==> src/rtl/cdr_link_controller.sv <==
// cdr_link_controller
//   Receive-side link acquisition and supervision behind the clock/data
//   recovery stage. Hunts the recovered bit stream for the framing sync word,
//   confirms lock over several frames, delivers payload bytes while locked,
//   and requests a timed recovery reset on sync loss or loss of activity.
//
// Ports
//   clk_x8     : oversampling clock (only clock)
//   rst        : asynchronous active-high reset
//   bit_in     : recovered data bit
//   bit_valid  : single-cycle qualifier for bit_in (back-to-back allowed)
//   byte_out   : payload byte, MSB received first; holds between strobes
//   byte_valid : single-cycle strobe for byte_out
//   locked     : high while in LOCKED
//   sync_lost  : single-cycle pulse when lock is lost through sync misses
//   cdr_rst    : reset request to the recovery stage, rst_len cycles wide
//   link_state : HUNT=0, VERIFY=1, LOCKED=2, CDR_RESET=3
module cdr_link_controller #(
  parameter logic [7:0]  sync_word    = 8'hD2,
  parameter int unsigned frame_len    = 16,
  parameter int unsigned lock_count   = 4,
  parameter int unsigned miss_limit   = 3,
  parameter int unsigned idle_timeout = 1024,
  parameter int unsigned rst_len      = 4
) (
  input  logic       clk_x8,
  input  logic       rst,
  input  logic       bit_in,
  input  logic       bit_valid,
  output logic [7:0] byte_out,
  output logic       byte_valid,
  output logic       locked,
  output logic       sync_lost,
  output logic       cdr_rst,
  output logic [1:0] link_state
);

  typedef enum logic [1:0] {
    HUNT      = 2'd0,
    VERIFY    = 2'd1,
    LOCKED    = 2'd2,
    CDR_RESET = 2'd3
  } state_t;

  localparam int unsigned BYTE_W = (frame_len > 1)    ? $clog2(frame_len)    : 1;
  localparam int unsigned GOOD_W = $clog2(lock_count + 1);
  localparam int unsigned MISS_W = $clog2(miss_limit + 1);
  localparam int unsigned IDLE_W = (idle_timeout > 1) ? $clog2(idle_timeout) : 1;
  localparam int unsigned RST_W  = (rst_len > 1)      ? $clog2(rst_len)      : 1;

  localparam logic [BYTE_W-1:0] BYTE_LAST = BYTE_W'(frame_len - 1);
  localparam logic [GOOD_W-1:0] GOOD_TGT  = GOOD_W'(lock_count);
  localparam logic [MISS_W-1:0] MISS_TGT  = MISS_W'(miss_limit);
  localparam logic [IDLE_W-1:0] IDLE_LAST = IDLE_W'(idle_timeout - 1);
  localparam logic [RST_W-1:0]  RST_LAST  = RST_W'(rst_len - 1);

  state_t            state_q;
  logic [7:0]        sr_q;
  logic [2:0]        bit_cnt_q;
  logic [BYTE_W-1:0] byte_cnt_q;
  logic [GOOD_W-1:0] good_q;
  logic [MISS_W-1:0] miss_q;
  logic [IDLE_W-1:0] idle_q;
  logic [RST_W-1:0]  rst_cnt_q;
  logic [7:0]        byte_out_q;
  logic              byte_valid_q;
  logic              locked_q;
  logic              sync_lost_q;
  logic              cdr_rst_q;

  logic [7:0] new_byte;
  logic       sync_hit;
  logic       boundary;
  logic       sync_slot;
  logic       idle_expire;
  logic       miss_expire;
  logic       enter_reset;

  always_comb begin
    new_byte    = {sr_q[6:0], bit_in};
    sync_hit    = (new_byte == sync_word);
    boundary    = bit_valid && (bit_cnt_q == 3'd7);
    sync_slot   = boundary && (byte_cnt_q == '0);
    // bit_valid wins over the watchdog, so expiry needs an idle cycle
    idle_expire = (state_q != CDR_RESET) && !bit_valid && (idle_q == IDLE_LAST);
    miss_expire = (state_q == LOCKED) && sync_slot && !sync_hit &&
                  ((miss_q + MISS_W'(1)) == MISS_TGT);
    enter_reset = idle_expire || miss_expire;
  end

  always_ff @(posedge clk_x8 or posedge rst) begin
    if (rst) begin
      state_q      <= HUNT;
      sr_q         <= '0;
      bit_cnt_q    <= '0;
      byte_cnt_q   <= '0;
      good_q       <= '0;
      miss_q       <= '0;
      idle_q       <= '0;
      rst_cnt_q    <= '0;
      byte_out_q   <= '0;
      byte_valid_q <= 1'b0;
      locked_q     <= 1'b0;
      sync_lost_q  <= 1'b0;
      cdr_rst_q    <= 1'b0;
    end else begin
      byte_valid_q <= 1'b0;
      sync_lost_q  <= 1'b0;
      if (enter_reset) begin
        state_q     <= CDR_RESET;
        cdr_rst_q   <= 1'b1;
        locked_q    <= 1'b0;
        sync_lost_q <= miss_expire;
        sr_q        <= '0;
        bit_cnt_q   <= '0;
        byte_cnt_q  <= '0;
        good_q      <= '0;
        miss_q      <= '0;
        idle_q      <= '0;
        rst_cnt_q   <= '0;
      end else if (state_q == CDR_RESET) begin
        // cdr_rst falls together with the return to HUNT
        if (rst_cnt_q == RST_LAST) begin
          state_q   <= HUNT;
          cdr_rst_q <= 1'b0;
          rst_cnt_q <= '0;
        end else begin
          rst_cnt_q <= rst_cnt_q + RST_W'(1);
        end
      end else if (!bit_valid) begin
        idle_q <= idle_q + IDLE_W'(1);
      end else begin
        idle_q    <= '0;
        sr_q      <= new_byte;
        // 3-bit counter wraps 7 -> 0 exactly on a byte boundary
        bit_cnt_q <= bit_cnt_q + 3'd1;
        if (boundary) begin
          byte_cnt_q <= (byte_cnt_q == BYTE_LAST) ? '0 : byte_cnt_q + BYTE_W'(1);
        end
        case (state_q)
          HUNT: begin
            if (sync_hit) begin
              // the matched byte is slot 0, so the next byte is slot 1
              bit_cnt_q  <= '0;
              byte_cnt_q <= BYTE_W'(1);
              good_q     <= GOOD_W'(1);
              if (lock_count == 1) begin
                state_q  <= LOCKED;
                locked_q <= 1'b1;
                miss_q   <= '0;
              end else begin
                state_q <= VERIFY;
              end
            end
          end
          VERIFY: begin
            if (sync_slot) begin
              if (sync_hit) begin
                good_q <= good_q + GOOD_W'(1);
                if ((good_q + GOOD_W'(1)) == GOOD_TGT) begin
                  state_q  <= LOCKED;
                  locked_q <= 1'b1;
                  miss_q   <= '0;
                end
              end else begin
                state_q <= HUNT;
                good_q  <= '0;
              end
            end
          end
          LOCKED: begin
            if (boundary) begin
              if (byte_cnt_q != '0) begin
                byte_out_q   <= new_byte;
                byte_valid_q <= 1'b1;
              end else if (sync_hit) begin
                miss_q <= '0;
              end else begin
                miss_q <= miss_q + MISS_W'(1);
              end
            end
          end
          default: begin
          end
        endcase
      end
    end
  end

  assign byte_out   = byte_out_q;
  assign byte_valid = byte_valid_q;
  assign locked     = locked_q;
  assign sync_lost  = sync_lost_q;
  assign cdr_rst    = cdr_rst_q;
  assign link_state = state_q;

endmodule

==> config.mk <==
export PLATFORM = sky130hd
export DESIGN_NAME = cdr_link_controller
export DESIGN_NICKNAME = d
export VERILOG_FILES = /design/src/rtl/cdr_link_controller.sv
export SDC_FILE = /design/constraint.sdc
export NUM_CORES = 1
export LEC_CHECK = 0
export ABC_AREA = 1
export BUFFER_PORTS_ARGS = -buffer_cell sky130_fd_sc_hd__buf_2
export CAP_MARGIN = 20
export CORE_AREA = 2 2 83 85
export CTS_BUF_LIST = sky130_fd_sc_hd__clkbuf_16
export CTS_CLUSTER_SIZE = 40
export DETAILED_ROUTE_END_ITERATION = 12
export DIE_AREA = 0 0 85 87
export GPL_TIMING_DRIVEN = 1
export HOLD_SLACK_MARGIN = 0.12
export PLACE_DENSITY = 0.65
export SLEW_MARGIN = 20
export SYNTH_ARGS = -nofsm -noshare
export SYNTH_HDL_FRONTEND = slang
export SYNTH_SLANG_ARGS = --single-unit
==> constraint.sdc <==
create_clock -name clk_x8 -period 2.15 [get_ports clk_x8]
set_clock_uncertainty 0.1 [all_clocks]
set_input_delay 0.215 -clock clk_x8 [delete_from_list [all_inputs] [get_ports clk_x8]]
set_output_delay 0.215 -clock clk_x8 [all_outputs]
set_load 0.02 [all_outputs]
## Yosys cells after proc, flatten, opt, wreduce, memory -nomap -nowiden

Index checks and enable logic that the tools add are counted.

| storage, ports and cells | value |
|---|---|
| bits in registers | 45 |
| latch bits | 0 |
| memory bits (writable) | 0 |
| bits in read-only memories | 0 |
| input bits | 4 |
| word-level logic and storage cells | 138 |
| memories kept | 0 |

| operators by class | value |
|---|---|
| $add $sub $neg | 6 |
| multiply operators | 0 |
| div/mod/pow operators | 0 |
| $lt $le $gt $ge | 0 |
| eq/ne operators | 22 |
| shift operators | 0 |
| mux-type cells | 64 |
| bitwise logic cells | 2 |
| reduce and logical (&&, ||, !) cells | 31 |

Operators with widths:

| operator | count |
|---|---|
| two-way mux 2 bit | 20 |
| two-way mux 3 bit | 11 |
| two-way mux 10 bit | 3 |
| two-way mux 4 bit | 7 |
| two-way mux 7 bit | 3 |
| != test 3 bit (second input constant) | 6 |
| AND reduction 6 bit | 3 |
| two-way mux 1 bit | 17 |
| nonzero test 2 bit | 7 |
| adder 10 x 1 -> 10 bit (second input constant) | 1 |
| == test 10 bit (second input constant) | 1 |
| nonzero test 3 bit | 3 |
| == test 2 bit (second input constant) | 4 |
| == test 8 bit (second input constant) | 1 |
| != test 4 bit (second input constant) | 2 |
| case mux 2 bit (2 select lines) | 2 |
| AND reduction 8 bit | 1 |
| nonzero test 4 bit | 2 |
| logical AND 1 bit | 7 |
| adder 3 x 1 -> 3 bit (second input constant) | 2 |
| == test 3 bit (second input constant) | 2 |
| case mux 3 bit (2 select lines) | 1 |
| != test 5 bit (second input constant) | 1 |
| AND reduction 5 bit | 1 |
| other kinds (12) | 17 |

## Logic depth before layout (Yosys ltp)

Gate-level depths: netlist of run 1.

| depth | value |
|---|---|
| depth in word-level cells | 9 |
| gate-level depth with buffers | 15 |
| depth with buffers taken out | 15 |

## Worst setup path after synthesis of run 1

OpenSTA, ideal clock, no wires.

| timing path | value |
|---|---|
| kind | flip-flop to flip-flop |
| start | reg bit_cnt_q[0] |
| end | reg bit_cnt_q[1] |
| arrival time | 1708 ps |
| data required time | 1985 ps |
| setup slack | 276 ps |
| stages on the path, launching flop included | 14 |
| clock period less this slack | 1874 ps |
| cells stage by stage | dfrtp_1 ha_1 ha_1 nand2_4 clkinv_4 nand2_4 nor2_4 nand2_4 nand2_8 inv_6 buf_8 buf_8 nand3_1 nand2_1 |

| between the ends | value |
|---|---|
| longest elaborated chain between the ends | 9 |
| elaborated cells on any way between the ends | 16 |

Ends and longest elaborated chain:

| element | line | source |
|---|---|---|
| from (decl) | 59 | `logic [2:0] bit_cnt_q;` |
| from (signal assigned) | 136 | `bit_cnt_q <= bit_cnt_q + 3'd1;` |
| branches (longest 9 deep; another with adder 3 x 1 -> 3 bit) | -- |  |

Parallel ways; which one is timed is not known. The select of a mux whose other input is x is not followed.
A chain may end at the register's enable or synchronous reset.

## Final worst setup path of run 1

| timing path | value |
|---|---|
| start | reg bit_cnt_q[0] |
| end | reg miss_q[0] |

| between the ends | value |
|---|---|
| longest elaborated chain between the ends | 9 |
| elaborated cells on any way between the ends | 17 |

Ends and longest elaborated chain:

| element | line | source |
|---|---|---|
| == test 3 bit (*) | 82 | `boundary = bit_valid && (bit_cnt_q == 3'd7);` |
| logical AND 1 bit (*) | 82 |  |
| logical AND 1 bit | 83 | `sync_slot = boundary && (byte_cnt_q == '0);` |
| logical AND 1 bit (3 in series) | 86 | `miss_expire = (state_q == LOCKED) && sync_slot && !sync_hit &&` |
| logical OR 1 bit | 88 | `enter_reset = idle_expire \|\| miss_expire;` |
| != test 3 bit (no source line) (tied with other cells) | -- |  |
| AND reduction 8 bit (no source line) | -- |  |
| to (signal assigned) | 179 | `miss_q <= miss_q + MISS_W'(1);` |
| to (decl) | 62 | `logic [MISS_W-1:0] miss_q;` |

Mark *: on every way between the ends. The rest lies on a longest branch, timed or not.

==> impl_metrics.json, run 1 <==
{
  "final_max_slew_viol_count": 0,
  "synth_nets": 307,
  "final_nets": 335,
  "gp_congestion": 0.837,
  "antenna_found_initial": 0,
  "finalSetupViolCount": 0,
  "crit_required_ns": 2.28,
  "cts_sinks": 45,
  "tightest_slew_ns": 0.574,
  "drv_cap": 0,
  "placementRows": 30,
  "utilization_pct": 44.6,
  "clk_pin_slew_ns": 0.07,
  "ys_top_cells_by_area": "dfrtp_1, nand2_1, inv_1",
  "synth-edff-count": 0,
  "initial_utilization_pct": 38.3,
  "crit_family": "simple AND/OR/NAND/NOR gates",
  "io_pins": 18,
  "post-route-period-util_pct": 93.1,
  "grt_pass1_vias": 1891,
  "status": "completed",
  "crit_chain": "ha_1 > ha_2 > nand2_4 > clkinv_4 > nand2_4 > nor2_4 > nand2_4 > nand2_8 > clkinv_8 > nand2_8 > nand2_2 > nor2_2 > nand2_1 > nand2_1",
  "avgSynthCellArea_um2": 8.56,
  "yosysMostFrequentCell": "nand2_1",
  "drt-initial-drc-count": 109,
  "area_delta_synth_final_pct": 16.5,
  "cellPowerDensity_nw_per_um2": 1070,
  "yosysTopAreaCell": "dfrtp_1",
  "relSlewSlack_pct": 61.7,
  "die_w_um": 85,
  "ir_worst_vdd_mv": 0.523,
  "clk_path_buf_depth": 2,
  "cp_max_fo": 13,
  "grtUsageTotal_pct": 14.8,
  "cp-end-kind": "flip-flop",
  "tritoncts": "built",
  "antenna_left": 0,
  "totalWireLength_mm": 5.02,
  "vias_per_cell": 4.95,
  "fin_setup_tns_ns": 0,
  "async_flop_share_pct": 100,
  "fin_crit_ns": 2.00,
  "die_y_um": 87,
  "cp_common_cell": "nand2_4",
  "syn_inst": 294,
  "synthFlopType": "dfrtp_1",
  "synth.top_cells.by_count": "nand2_1, dfrtp_1, inv_1",
  "yosysSeqAreaShare_pct": 44.8,
  "cp_slowest_cell": "dfrtp_1",
  "max_freq_ghz": 0.500,
  "hp-class": "primary input to flip-flop",
  "root_buffer": "clkbuf_16",
  "drive_above_1_share_pct": 20.7,
  "p_leak_nw": 1.44,
  "drtPass1Iterations": 4,
  "hold_viol_final": 0,
  "die-area_um2": 7400,
  "synth.distinct_cells": 35,
  "antenna_cells": 0,
  "drt_drc_violations_left": 0,
  "grt_pass1_wl_mm": 8.80,
  "grt_overflow_total": 0,
  "worstPathArrival_ns": 2.13,
  "path_class": "flip-flop to flip-flop",
  "rsz0062_at_grt": "false",
  "num_vias": 1996,
  "crit_buf_inv": 2,
  "yosysTopAreaCellShare_pct": 44.8,
  "cts_buffers": 5,
  "synth_area_um2": 2520,
  "hpwlAfterDp_mm": 3.62,
  "wire_per_inst_um": 12.5,
  "startpoint_type": "flip-flop",
  "slowest_delay_ns": 0.39,
  "synth_seq_cells": 45,
  "cts_setup_buffers": 0,
  "yosys_warnings": 0,
  "grt_max_degree": 46,
  "cts_max_level": 2,
  "insertion_delay_ns": 0.29,
  "core-area_um2": 6570,
  "port_buffers": 17
}
-- per-layer routing --
metal / share of wire (%) / track usage, %
met5: 0 / 0
met4: 0.84 / 3.90
met3: 3.2 / 3.22
met2: 49 / 24.1
met1: 47 / 20.2
-- registers in the layout (all words and copies together), names as in the netlist --
register,flops
byte_valid,1
link_state,2
rst_cnt_q,2
miss_q,2
sr_q,7
bit_cnt_q,3
cdr_rst,1
sync_lost,1
locked,1
byte_out,8
good_q,3
idle_q,10
byte_cnt_q,4
-- worst min-delay path: cells and delay by family --
| family | cells | cell delay (ns) |
|---|---|---|
| buf+inv | 1 | 0.18 |
| simple gates | 2 | 0.17 |
| compound gates | 1 | 0.07 |
-- cell families after synthesis --
group	synth area share, %
AO/OA/AOI/OAI	10.0
XOR/XNOR	2.44
adder cells (fa/ha/maj)	4.48
buffers and inverters	8.45
flip-flops	44.8
AND/OR/NAND/NOR	29.8
-- what timing repair did --
item	in CTS	in global routing
endpoints found under the setup margin	0	13
resized for setup	0	8
hold buffers	2	0
endpoints found under the hold margin	46	0
-- path summary, 6_finish.rpt --
kind                       cells after the start       endpoint  slack, ns          from
setup reg to reg                              14      miss_q[0]       0.15  bit_cnt_q[0]
setup / recovery                              14      miss_q[0]       0.15  bit_cnt_q[0]
hold / removal                                 4      idle_q[1]       0.29     bit_valid
min in group asynchronous                      4     byte_valid       0.52           rst
hold reg to reg                                2    byte_out[5]       0.38   byte_out[5]
max in group asynchronous                      4  link_state[0]       1.04           rst
-- placed cells by master (no fill, tap or decap), types with 4 or more instances in the layout --
cell / n
buf_2: 17
buf_4: 8
clkbuf_16: 5
dfrtp_1: 45
ha_1: 8
inv_1: 34
nand2_1: 63
nand3_1: 22
nand3_2: 8
nand4_1: 4
nor2_1: 21
nor3_1: 5
o21ai_0: 22
o21ai_1: 9
o22ai_1: 7
xor2_1: 6
-- report_power, final --
part           internal, mW  leakage, nW  switching [mW]
sequential             1.06        0.590           0.194
clock                 0.557       0.0848           0.349
combinational         0.371        0.764           0.620
-- metrics by stage --
step           total power [mW]  hold slack, ns  std cells  cell area [um^2]  setup WS, ns
2_1_floorplan              1.98           0.249        294              2520         0.276
3_5_place_dp               2.24           0.305        393              2710        0.0874
5_1_grt                    3.40           0.321        403              2930      0.000459
3_3_place_gp               2.22           0.294        393              2710         0.152
6_report                   3.15           0.292        403              2930         0.149
4_1_cts                    3.16           0.273        403              2900        0.0778
-- cell type report --
type                       count  area (um^2)
inverter                      39          166
fill                         621         3640
sequential                    45         1130
timing repair buffer          27          165
clock inverter                 3         47.5
clock buffer                   5          125
tap                           80          100
multi-input combinational    204         1200
Power figures use the tool's default switching activity.
==> run 2, diff against run 1 <==
--- a/config.mk
+++ b/config.mk
@@ -16,6 +16,7 @@
 export GPL_TIMING_DRIVEN = 1
 export HOLD_SLACK_MARGIN = 0.12
 export PLACE_DENSITY = 0.65
+export SETUP_SLACK_MARGIN = 0.15
 export SLEW_MARGIN = 20
 export SYNTH_ARGS = -nofsm -noshare
 export SYNTH_HDL_FRONTEND = slang
==> constraint.sdc (replaced) <==
create_clock -name clk_x8 -period 2.15 [get_ports clk_x8]
set_clock_uncertainty 0.1 [all_clocks]
set_input_delay 0.215 -clock clk_x8 [delete_from_list [all_inputs] [get_ports clk_x8]]
set_output_delay 0.215 -clock clk_x8 [all_outputs]
set_load 0.1 [all_outputs]
==> impl_metrics.json, run 2 (same netlist as run 1, synthesis figures left out) <==
{
  "grt_pass1_wl_mm": 9.23,
  "initial_utilization_pct": 38.3,
  "reg2reg_from": "link_state[0]",
  "relSlewSlack_pct": 65.1,
  "crit_buf_inv": 2,
  "final_max_slew_viol_count": 0,
  "ir_worst_vdd_mv": 1.09,
  "clk_pin_slew_ns": 0.06,
  "crit_path_end": "miss_q[1]",
  "rsz0062_at_grt": "false",
  "worst-r2r-setup-slack_ns": 0.21,
  "tritoncts": "built",
  "postLayoutCellArea_um2": 3130,
  "mostFrequentLayoutCells": "nand2_1, dfrtp_1, inv_1",
  "startpoint": "link_state[0]",
  "n_fill_cell": 637,
  "max_freq_ghz": 0.515,
  "p_leak_nw": 1.54,
  "gp_congestion": 0.812,
  "wire_per_inst_um": 13.3,
  "port_buffers": 17,
  "crit_required_ns": 2.22,
  "drtPass1Iterations": 6,
  "drive_above_1_share_pct": 25.7,
  "antenna_left": 0,
  "cp_max_fo": 8,
  "holdCritStartpoint": "bit_valid",
  "dpl.cell_count": 393,
  "placed_cell_area_um2": 2710,
  "cellPowerDensity_nw_per_um2": 1180,
  "post-route-period-util_pct": 90.3,
  "hpwlAfterDp_mm": 3.79,
  "placementRows": 30,
  "path_class": "flip-flop to flip-flop",
  "status": "completed",
  "totalWireLength_mm": 5.58,
  "layout.area.seq_um2": 1130,
  "core-area_um2": 6570,
  "die-area_um2": 7400,
  "layout.cells.non_filler": 419,
  "die_w_um": 85,
  "pre_cts_slack_ns": 0.0540,
  "grtUsageTotal_pct": 15.6,
  "fin_setup_tns_ns": 0,
  "hold_viol_final": 0,
  "mostFrequentLayoutCell": "nand2_1",
  "drv_cap": 0,
  "crit_chain": "nand2_2 > inv_4 > nor2_4 > nand4_4 > buf_4 > nand4_1 > nand2_8 > o21ai_1 > nand2_1",
  "num_vias": 2112,
  "cp_slowest_cell": "dfrtp_2",
  "largest_reg_flops": 10,
  "vias_per_cell": 5.04,
  "final_nets": 351,
  "reg2reg_to": "miss_q[1]",
  "cts_buffers": 5,
  "cts_max_level": 2,
  "die_y_um": 87,
  "antenna_found_initial": 0,
  "finalSetupViolCount": 0,
  "drt-initial-drc-count": 91,
  "regMostFlops": "idle_q",
  "grt_max_degree": 26,
  "clk_path_buf_depth": 2,
  "insertion_delay_ns": 0.29,
  "antenna_cells": 0,
  "worstPathArrival_ns": 2.01,
  "startpoint_type": "flip-flop",
  "fin_crit_ns": 1.94,
  "drt_drc_violations_left": 0,
  "worst-path-stages": 9,
  "grt_pass1_vias": 2004,
  "area_delta_synth_final_pct": 24.3,
  "multi_input_area_um2": 1250,
  "cts_sinks": 45,
  "root_buffer": "clkbuf_16",
  "io_pins": 18,
  "r2r_cells": 9,
  "cp-end-kind": "flip-flop",
  "crit_family": "simple AND/OR/NAND/NOR gates",
  "tightest_slew_ns": 0.522,
  "grt_overflow_total": 0,
  "hp-class": "primary input to flip-flop",
  "worst_slack_ns": 0.208,
  "slowest_delay_ns": 0.42
}
[run 2: cell count changes in the layout (fill, tap and decap cells not counted), moves of 2 or more]
cell,delta
nor2_2,-2
dfrtp_1,-2
dfrtp_2,+2
buf_4,+13
nor2_4,+2
[run 2: final cells by class]
| class | count | share of cell area (%) |
|---|---|---|
| clock inverters | 3 | 2.08 |
| flip-flops and latches | 45 | 36.1 |
| inverters | 39 | 5.32 |
| well taps | 80 | 3.20 |
| repair inverters | 1 | 0.280 |
| repair buffers | 42 | 9.08 |
| multi-input cells | 204 | 40.0 |
| clock buffers | 5 | 4.00 |
[run 2: worst min-delay path by stage]
stage / slack (ns) / endpoint / cells past startpoint
detailed placement: 0.19 / byte_out[5] / 2
global placement: 0.18 / byte_valid / 2
floorplan: 0.25 / sr_q[0] / 2
global route: 0.31 / idle_q[1] / 4
CTS: 0.29 / idle_q[1] / 4
finish: 0.31 / idle_q[1] / 4
[run 2: what timing repair did]
item | 4_1_cts | 5_1_grt
resized for setup | 4 | 15
hold buffers | 3 | 0
pin swaps | 1 | 6
cloned | 0 | 1
setup endpoints to repair | 15 | 20
buffers inserted | 1 | 13
endpoints found under the hold margin | 24 | 0
[run 2: stage by stage]
stage | hold WS (ns) | power [mW] | utilization (%)
after floorplan | 0.249 | 2.28 | -
after global placement | 0.178 | 2.53 | 41.3
after detailed placement | 0.189 | 2.56 | 41.3
after CTS | 0.291 | 3.57 | 45.0
after global routing | 0.311 | 3.91 | 47.6
final | 0.314 | 3.68 | 47.6
[run 2: where the power goes]
| group | leakage, nW | total [mW] | internal (mW) | switching [mW] |
|---|---|---|---|---|
| logic | 0.856 | 1.45 | 0.436 | 1.02 |
| registers | 0.587 | 1.23 | 1.06 | 0.169 |
| clock network | 0.0938 | 0.991 | 0.664 | 0.327 |
| total | 1.54 | 3.68 | 2.16 | 1.51 |
[run 2: tightest hold or removal path, stage by stage]
cell	delay [ns]
buf_2	0.20
nor2_4	0.09
nand3_1	0.08
o21ai_0	0.07
[run 2: metal layers]
metal	vias up	GRT usage, %	part of all wire [%]
li1	1050	-	-
met1	1017	20.7	47
met2	40	25.0	49
met3	5	2.84	3.4
met4	0	6.49	1.3
met5	-	0	0
==> run 3, diff against run 2 <==
--- a/config.mk
+++ b/config.mk
@@ -8,6 +8,8 @@
 export ABC_AREA = 1
 export BUFFER_PORTS_ARGS = -buffer_cell sky130_fd_sc_hd__buf_2
 export CAP_MARGIN = 20
+export CELL_PAD_IN_SITES_DETAIL_PLACEMENT = 0
+export CELL_PAD_IN_SITES_GLOBAL_PLACEMENT = 1
 export CORE_AREA = 2 2 83 85
 export CTS_BUF_LIST = sky130_fd_sc_hd__clkbuf_16
 export CTS_CLUSTER_SIZE = 40
@@ -15,7 +17,7 @@
 export DIE_AREA = 0 0 85 87
 export GPL_TIMING_DRIVEN = 1
 export HOLD_SLACK_MARGIN = 0.12
-export PLACE_DENSITY = 0.65
+export PLACE_DENSITY = 0.79
 export SETUP_SLACK_MARGIN = 0.15
 export SLEW_MARGIN = 20
 export SYNTH_ARGS = -nofsm -noshare
==> impl_metrics.json, run 3 (same netlist as run 1, synthesis figures left out) <==
{
  "cp_slowest_cell": "dfrtp_1",
  "hold_viol_final": 0,
  "mostFrequentLayoutCell": "nand2_1",
  "pre_cts_slack_ns": 0.0590,
  "rsz0062_at_grt": "false",
  "area_delta_synth_final_pct": 21.1,
  "crit_chain": "ha_2 > ha_4 > nand2_4 > clkinv_4 > nand2_4 > nor2_4 > nand2_4 > nand2_8 > inv_12 > buf_4 > buf_4 > nand3_1 > o21ai_1",
  "cp_common_cell": "nand2_4",
  "antenna_found_initial": 0,
  "vias_per_cell": 4.98,
  "status": "completed",
  "grt_pass1_vias": 1995,
  "wire_per_inst_um": 13.1,
  "worstPathArrival_ns": 2.02,
  "clk_path_buf_depth": 2,
  "dpl.cell_count": 393,
  "drt_drc_violations_left": 0,
  "gp_congestion": 0.779,
  "cellPowerDensity_nw_per_um2": 1160,
  "drv_cap": 0,
  "placementRows": 30,
  "root_buffer": "clkbuf_16",
  "regMostFlops": "idle_q",
  "worst_slack_ns": 0.214,
  "port_buffers": 17,
  "utilization_pct": 46.4,
  "max_freq_ghz": 0.517,
  "slowest_delay_ns": 0.39,
  "die_w_um": 85,
  "drt-initial-drc-count": 124,
  "hpwlAfterDp_mm": 3.78,
  "cts_buffers": 5,
  "largest_reg_flops": 10,
  "cp-end-kind": "flip-flop",
  "insertion_delay_ns": 0.29,
  "antenna_left": 0,
  "relSlewSlack_pct": 60.6,
  "antenna_cells": 0,
  "die_y_um": 87,
  "io_pins": 18,
  "grt_overflow_total": 0,
  "layout.cells.non_filler": 414,
  "grt_pass1_wl_mm": 9.23,
  "whs_ns": 0.140,
  "post-route-period-util_pct": 90.0,
  "startpoint_type": "flip-flop",
  "core-area_um2": 6570,
  "placed_cell_area_um2": 2710,
  "num_vias": 2062,
  "path_class": "flip-flop to flip-flop",
  "finalSetupViolCount": 0,
  "cp_max_fo": 7,
  "initial_utilization_pct": 38.3,
  "cts_sinks": 45,
  "final_max_slew_viol_count": 0,
  "tightest_slew_ns": 0.591,
  "tritoncts": "built",
  "die-area_um2": 7400,
  "postLayoutCellArea_um2": 3050,
  "crit_required_ns": 2.23,
  "drtPass1Iterations": 4,
  "fin_crit_ns": 1.94,
  "drive_above_1_share_pct": 24.9,
  "fin_setup_tns_ns": 0,
  "ir_worst_vdd_mv": 0.604,
  "grt_max_degree": 46,
  "mostFrequentLayoutCells": "nand2_1, dfrtp_1, inv_1",
  "hp-class": "primary input to flip-flop",
  "grtUsageTotal_pct": 15.7,
  "cts_max_level": 2,
  "totalWireLength_mm": 5.44,
  "finalPower_mw": 3.54,
  "final_nets": 346,
  "clk_pin_slew_ns": 0.07,
  "p_leak_nw": 1.50
}
-- run 3: layout make-up --
cell class	instances	area (um^2)
repair inverters	1	8.76
multi-input cells	204	1230
clock buffers	5	125
well taps	80	100
repair buffers	37	240
fillers	615	3520
inverters	39	166
flip-flops and latches	45	1130
clock inverters	3	47.5
-- run 3: metal layers --
layer  wire length (um)  vias to the layer above  track usage (%)
met3                149                        8             3.32
met1               2610                      987             20.6
met5                  0                        -                0
met2               2590                       27             25.8
met4                 92                        0             5.48
li1                   -                     1040                -
-- run 3: report_power, final --
| part | leakage (nW) | switching (mW) | total [mW] | internal, mW |
|---|---|---|---|---|
| Combinational | 0.825 | 0.951 | 1.36 | 0.407 |
| Clock | 0.0848 | 0.348 | 0.905 | 0.557 |
| Sequential | 0.586 | 0.213 | 1.27 | 1.06 |
| Total | 1.50 | 1.51 | 3.54 | 2.03 |
-- run 3: final timing paths --
check | from | to | slack, ns | cells after the start
setup / recovery | bit_cnt_q[0] | sr_q[6] | 0.21 | 13
min in group asynchronous | rst | idle_q[9] | 0.50 | 4
setup reg to reg | bit_cnt_q[0] | sr_q[6] | 0.21 | 13
max in group asynchronous | rst | link_state[0] | 0.99 | 4
hold / removal | bit_in | byte_out[0] | 0.14 | 3
hold reg to reg | byte_out[4] | byte_out[4] | 0.38 | 2
-- run 3: worst max-delay path: cells and delay by family (launching register included) --
family,cells,cell delay [ns]
simple gates,6,0.51
buf+inv,4,0.41
flops,1,0.39
fa+ha+maj,2,0.36
compound gates,1,0.06
-- run 3: what timing repair did --
action	4_1_cts	5_1_grt
endpoints found under the setup margin	15	19
endpoints found under the hold margin	46	0
buffers inserted	1	9
hold buffers	2	0
gates cloned	0	1
pin swaps	1	5
resized for setup	4	11
